$ cat config.mk
export PLATFORM = sky130hd
export DESIGN_NAME = add_serial_ctrl
export DESIGN_NICKNAME = d
export VERILOG_FILES = /design/src/rtl/add_serial_ctrl.sv
export SDC_FILE = /design/constraint.sdc
export NUM_CORES = 1
export LEC_CHECK = 0
export ABC_CLOCK_PERIOD_IN_PS = 3600
export CORE_MARGIN = 10
export CORE_UTILIZATION = 57
export CTS_BUF_LIST = sky130_fd_sc_hd__clkbuf_8
export DETAILED_ROUTE_END_ITERATION = 8
export GPL_ROUTABILITY_DRIVEN = 1
export PLACE_DENSITY = 0.84
export SLEW_MARGIN = 15
export SYNTH_ARGS = -nofsm -noshare
export SYNTH_HDL_FRONTEND = slang
export SYNTH_SLANG_ARGS = --single-unit
export TNS_END_PERCENT = 100
$ cat constraint.sdc
create_clock -name clk -period 3.6 [get_ports clk]
set_input_delay 0.9 -clock clk [delete_from_list [all_inputs] [get_ports clk]]
set_output_delay 0.9 -clock clk [all_outputs]
set_load 0.01 [all_outputs]
$ cat src/rtl/add_serial_ctrl.sv
// add_serial_ctrl: bit-serial adder/subtractor controller.
// Adds a + b + ci one bit per clock, LSB first, through a single 1-bit
// full adder (add1). The result is published on sum/co together with a
// one-cycle done pulse and held until the next result is published.
// Optional feature macro: ADD_SERIAL_SUB_EN enables a - b when sub=1 at
// accept (b is inverted and the carry-in forced to 1; co=1 means no borrow).
// Without the macro the sub input is ignored and only addition is done.

// 1-bit full adder: the only arithmetic element of the serial datapath.
module add1 (
  input  logic a_i,
  input  logic b_i,
  input  logic ci_i,
  output logic s_o,
  output logic co_o
);
  assign s_o  = a_i ^ b_i ^ ci_i;
  assign co_o = (a_i & b_i) | (a_i & ci_i) | (b_i & ci_i);
endmodule

module add_serial_ctrl #(
  parameter int WIDTH = 8
) (
  input  logic             clk,
  input  logic             rst_n,
  input  logic             start,
  input  logic [WIDTH-1:0] a,
  input  logic [WIDTH-1:0] b,
  input  logic             ci,
  input  logic             sub,
  output logic             busy,
  output logic             done,
  output logic [WIDTH-1:0] sum,
  output logic             co,
  output logic [1:0]       dbg_state_o
);

  // Handshake: start is a request with no ready signal; it is accepted on a
  // rising edge only while the FSM is in IDLE or DONE and is silently
  // dropped during RUN. busy (registered, one cycle behind the FSM) covers
  // the WIDTH bit cycles; done pulses for exactly one cycle when sum/co
  // take the new result.

  typedef enum logic [1:0] {
    IDLE = 2'd0,
    RUN  = 2'd1,
    DONE = 2'd2
  } state_e;

  localparam int             CW   = $clog2(WIDTH + 1);
  localparam logic [CW-1:0]  LAST = CW'(WIDTH - 1);

  state_e             state_q;
  logic [WIDTH-1:0]   a_q, b_q, res_q;
  logic               carry_q;
  logic [CW-1:0]      cnt_q;
  logic               busy_q, done_q, co_q;
  logic [WIDTH-1:0]   sum_q;

  logic [WIDTH-1:0]   a_d, b_d, res_d;
  logic [CW-1:0]      cnt_d;
  logic               fa_s, fa_co;
  logic [WIDTH-1:0]   b_in;
  logic               ci_in;

`ifdef ADD_SERIAL_SUB_EN
  // Subtraction as a + ~b + 1; the external carry-in is overridden.
  assign b_in  = sub ? ~b : b;
  assign ci_in = sub ? 1'b1 : ci;
`else
  logic sub_unused;
  assign b_in       = b;
  assign ci_in      = ci;
  assign sub_unused = sub;
`endif

  add1 u_add1 (
    .a_i  (a_q[0]),
    .b_i  (b_q[0]),
    .ci_i (carry_q),
    .s_o  (fa_s),
    .co_o (fa_co)
  );

  // Next values for one serial step: shift operands right, sum bit enters at the MSB.
  always_comb begin
    a_d   = a_q >> 1;
    b_d   = b_q >> 1;
    res_d = (res_q >> 1) | (WIDTH'(fa_s) << (WIDTH - 1));
    cnt_d = cnt_q + CW'(1);
  end

  // Control FSM with registered busy/done/sum/co outputs.
  always_ff @(posedge clk or negedge rst_n) begin
    if (!rst_n) begin
      state_q <= IDLE;
      a_q     <= '0;
      b_q     <= '0;
      res_q   <= '0;
      carry_q <= 1'b0;
      cnt_q   <= '0;
      busy_q  <= 1'b0;
      done_q  <= 1'b0;
      sum_q   <= '0;
      co_q    <= 1'b0;
    end else begin
      busy_q <= (state_q == RUN);
      done_q <= (state_q == DONE);
      if (state_q == DONE) begin
        sum_q <= res_q;
        co_q  <= carry_q;
      end
      case (state_q)
        IDLE, DONE: begin
          if (start) begin
            a_q     <= a;
            b_q     <= b_in;
            carry_q <= ci_in;
            res_q   <= '0;
            cnt_q   <= '0;
            state_q <= RUN;
          end else begin
            state_q <= IDLE;
          end
        end
        RUN: begin
          a_q     <= a_d;
          b_q     <= b_d;
          res_q   <= res_d;
          carry_q <= fa_co;
          cnt_q   <= cnt_d;
          if (cnt_q == LAST) state_q <= DONE;
        end
        default: state_q <= IDLE;
      endcase
    end
  end

  assign busy        = busy_q;
  assign done        = done_q;
  assign sum         = sum_q;
  assign co          = co_q;
  assign dbg_state_o = state_q;

endmodule

After elaboration in Yosys (flattened, before gate mapping)

Cells that the tools add are included.

Flip-flop bits (word level): 42
Bits in latches: 0
Bits in writable memories: 0
Memory bits (read-only): 0
Input bits: 21
Output and inout port bits: 13
Word-level logic and storage cells: 41
Memories kept: 0

Add/subtract/negate cells: 1
Multipliers: 0
Div/mod/pow operators: 0
Magnitude comparators: 0
Equality and inequality tests: 5
Shift operators: 0
Muxes and demuxes: 13
Bitwise logic cells: 8
Reduce and logical (&&, ||, !) cells: 4

Operators by type and width:

| cell                  | count |
|---|---|
| $pmux W8 S2           | 3 |
| $mux W8               | 3 |
| $or A7 B8 Y8          | 1 |
| $pmux W4 S2           | 1 |
| $add A4 B1 Y4 const B | 1 |
| $eq A4 B3 Y1 const B  | 1 |
| $mux W4               | 1 |
| $pmux W2 S2           | 1 |
| $and A1 B1 Y1         | 3 |
| $eq A2 B1 Y1 const B  | 1 |
| $eq A2 B2 Y1 const B  | 1 |
| $logic_not A2 Y1      | 1 |
| $mux W1               | 2 |
| $mux W2               | 1 |
| $ne A2 B1 Y1 const B  | 1 |
| $ne A2 B2 Y1 const B  | 1 |
| $or A1 B1 Y1          | 2 |
| $pmux W1 S2           | 1 |
| $reduce_and A2 Y1     | 1 |
| $reduce_bool A2 Y1    | 1 |
| $reduce_or A2 Y1      | 1 |
| $xor A1 B1 Y1         | 2 |

Longest topological paths before layout

Word-level depth: 4
Gate-level depth with buffers: 7

Modules after synthesis

Synthesis repeated with hierarchy kept, for this count alone.

Cells, all modules: 122
Area, all modules: 1732.9 sq um

Modules (own cells, without submodules):

| module          | instances | cells an instance | area an instance (sq um) | seq. area each (sq um) |
|---|---|---|---|---|
| add_serial_ctrl | 1         | 121               | 1712.9                   | 1051.0 |
| add1            | 1         | 1                 | 20.0                     | 0.0 |

Worst setup path before layout

No wires, ideal clock.

Path kind: in2reg
Start point: input start
End point: register a_q[0]
Setup time: 0.126 ns
Data arrival time: 1.526 ns
Slack: 1.948 ns
Stages: 3
Path through: and2b_2 -> buf_2 -> a221o_1

Longest elaborated chain between the ends: 2

Ends and longest elaborated chain:

| item                        | RTL line | text |
|---|---|---|
| start, declared             | 26       | `input logic start,` |
| $ne A2 B2 Y1 (no line)      | -        |  |
| $reduce_and A2 Y1 (no line) | -        |  |
| end signal, assigned        | 97       | `a_q <= '0;` |
| end signal, assigned        | 116      | `a_q <= a;` |
| end signal, assigned        | 127      | `a_q <= a_d;` |
| end, declared               | 54       | `logic [WIDTH-1:0] a_q, b_q, res_q;` |

No other way between the ends.
A chain may end at the register's enable or synchronous reset.

Worst setup path after layout

Start point: register state_q[0] (netlist: dbg_state_o[0])
End point: register b_q[7]

Longest elaborated chain between the ends: 4
Elaborated cells between the ends (all ways): 8

Ends and longest elaborated chain:

| item                                                         | RTL line | text |
|---|---|---|
| start, declared                                              | 53       | `state_e state_q;` |
| start signal, assigned                                       | 96       | `state_q <= IDLE;` |
| start signal, assigned                                       | 121      | `state_q <= RUN;` |
| start signal, assigned                                       | 123      | `state_q <= IDLE;` |
| $eq A2 B2 Y1 or $logic_not A2 Y1 (tied branches)             | 113      | `case (state_q)` |
| $reduce_or A2 Y1                                             | 113      |  |
| $ne A2 B2 Y1 (no line) or $reduce_bool A2 Y1 (tied branches) | -        |  |
| $reduce_and A2 Y1 (no line)                                  | -        |  |
| end signal, assigned                                         | 117      | `b_q <= b_in;` |
| end, declared                                                | 54       |  |

Parallel ways exist; a longest one is shown, timed or not.

==> out/results.txt <==
ant diodes -> 0
Synth warnings -> 0
Slew headroom -> 40.4%
final hold viol count -> 0
die area -> 5640 um^2
r2r worst-path depth -> 4
Post-Route WL -> 3400 um
most common cell in the netlist -> dfrtp_1
RSZ-0062 raised after global routing -> false
Min Hold Slack -> 0.494 ns
vias in the first global route -> 1220
H-tree depth -> 2
post-synth top area share -> 60.8%
worst hold path type -> reg2reg
cts hold-fix bufs -> 0
Finish-stage setup viols -> 0
crit path capture type -> flip-flop
overall routing resource usage -> 12.6%
Core ar. -> 2830 um^2
Iteration-0 DRC Markers -> 121
Pleak -> 0.984 nW
Hold Path Cell Cnt -> 1
Hold Startpoint -> cnt_q[3]
IO Pins -> 34
Final Skew -> 0.00590 ns
clock-pin slew on the worst setup and hold paths -> 0.08 ns
Routed Antenna Nets -> 0
Slew @ Worst Pin -> 0.894 ns
Syn-to-layout area delta -> 20.4%
CTS root buf -> clkbuf_8
Fillers -> 215
cell area after synthesis -> 1730 um^2
Met3 Routed Length -> 227 um
largest cells by area after synthesis -> dfrtp_1 61%, a22o_1 5.6%, a22oi_1 5.2%
antenna violations before repair -> 0
Synth async-reset ratio -> 100%
residual DRC count -> 0
Max IR drop VDD -> 0.450 mV
via count -> 1162
Max Freq -> 423 MHz
EDFF count, synth -> 0
First-pass DRT Iterations -> 5
nets -> 191
CTS Buf Count -> 5
wire length on met1 -> 1440 um
Yosys reg bits -> 42
layout cells sized above 1 -> 11.3%
Die Wd -> 75.1 um
Post-DP HPWL -> 2290 um
Critical Path RT -> 3.82 ns
pwr dens -> 803 nW/um^2
Site Rows -> 19
CP max FO -> 29
Unique masters post-synth -> 25
WS Path Type -> reg2reg
Vias per Instance -> 5.84
global route overflow -> 0
top sig layer -> met4
initial core utilization -> 61.1%
post-cts sizing count -> 0
Worst Path Arrival -> 2.59 ns
pin count of the biggest net entering global routing -> 43
Worst setup SP type -> flip-flop
Post-Syn Instances -> 139
register area -> 1050 um^2
drt wl/cell -> 17.1 um
Post-synth top cells -> 42 x dfrtp_1, 16 x nand2_1, 13 x nand3_1, 12 x a22oi_1, 11 x a22o_1
CTS tree -> built
clock sink total -> 42
met2 routed WL -> 1700 um
Setup TNS Final -> 0 ns
Tmin final -> 2.36 ns
synthesized area per cell -> 12.4 um^2
register area share after synthesis -> 60.8%
port bufs -> 32
max-cap violation count -> 0
Die Y -> 75.1 um
Setup crit start -> dbg_state_o[0]
Main synth FF type -> dfrtp_1
reg2reg start -> dbg_state_o[0]
Final Cycle Share -> 65.7%
first-pass GRT wire length -> 5580 um
Final Slew Violations -> 0
Post-Syn Nets -> 162
CTS Buffer Depth -> 2
Placer Congestion -> 0.746
outcome -> completed
Yosys top cell by area -> dfrtp_1
Setup Buffers After CTS -> 0
worst-skew pair later-pin latency -> 0.29 ns
area of the multi-input gates -> 579 um^2
==> final timing paths <==
check                                 end  slack [ns]
max in group asynchronous        res_q[2]        2.31
min in group asynchronous          a_q[3]        0.74
hold reg to reg            dbg_state_o[1]        0.49
setup reg to reg                   b_q[7]        1.24
setup / recovery                   b_q[7]        1.24
hold / removal             dbg_state_o[1]        0.49
==> cells in the final DEF (no fill, tap or decap), types with 4 or more instances in the layout <==
cell / netlist / final
inv_1: 4 / 4
nand3_1: 13 / 13
a22o_1: 11 / 11
nand2_1: 16 / 16
mux2_2: 8 / 8
clkbuf_8: 1 / 5
dfrtp_1: 42 / 42
a22oi_1: 12 / 12
clkdlybuf4s50_1: 0 / 31
mux2i_1: 4 / 4
==> cell families (layout without fill, tap and decap cells) <==
| group | count (synthesis) | after routing | share of synthesized area [%] |
|---|---|---|---|
| muxes | 12 | 12 | 7.53 |
| AOI/OAI and AO/OA | 29 | 29 | 13.3 |
| adders and majority gates | 2 | 2 | 1.88 |
| DFF | 42 | 42 | 60.8 |
| buffers and inverters | 15 | 44 | 5.72 |
| and+or+nand+nor | 39 | 39 | 10.8 |
==> registers in the layout, summed over array words and instances, names as in the netlist <==
name         cells
res_q            8
dbg_state_o      2
b_q              8
co               1
cnt_q            4
busy             1
carry_q          1
sum              8
a_q              8
done             1
==> worst max-delay path, cell delays in order (launching register included) <==
cell,delay (ns)
dfrtp_1,0.40
nand2b_1,0.58
inv_2,0.41
nor2_1,0.67
a22o_1,0.24
==> metal layers <==
| layer | up-vias | global-route usage, % |
|---|---|---|
| met2 | 33 | 21.1 |
| met4 | 0 | 4.83 |
| met3 | 7 | 4.47 |
| met1 | 573 | 14.4 |
| li1 | 549 | - |
| met5 | - | 0 |
==> layout make-up <==
type / count / share of cell area (%)
sequential: 42 / 50.5
inverter: 5 / 0.901
timing repair buffer: 32 / 15.1
clock inverter: 2 / 0.481
clock buffer: 5 / 3.31
tap: 31 / 1.86
multi-input combinational: 82 / 27.8
==> per-stage QoR <==
step                      worst slack, ns  power, mW  util, %  cell area, um^2  cells
final                                1.24       1.67     73.6             2080    199
after global routing                0.989       1.79     73.6             2080    199
after floorplan                      1.95       1.23        -             1730    139
after detailed placement             1.02       1.41     70.8             2000    192
after CTS                            1.22       1.69     73.6             2080    199
after global placement               1.07       1.37     70.8             2000    192
==> power by group <==
part / internal [mW] / switching, mW
Clock: 0.130 / 0.148
Combinational: 0.304 / 0.311
Sequential: 0.663 / 0.115
Power figures use the tool's default switching activity.
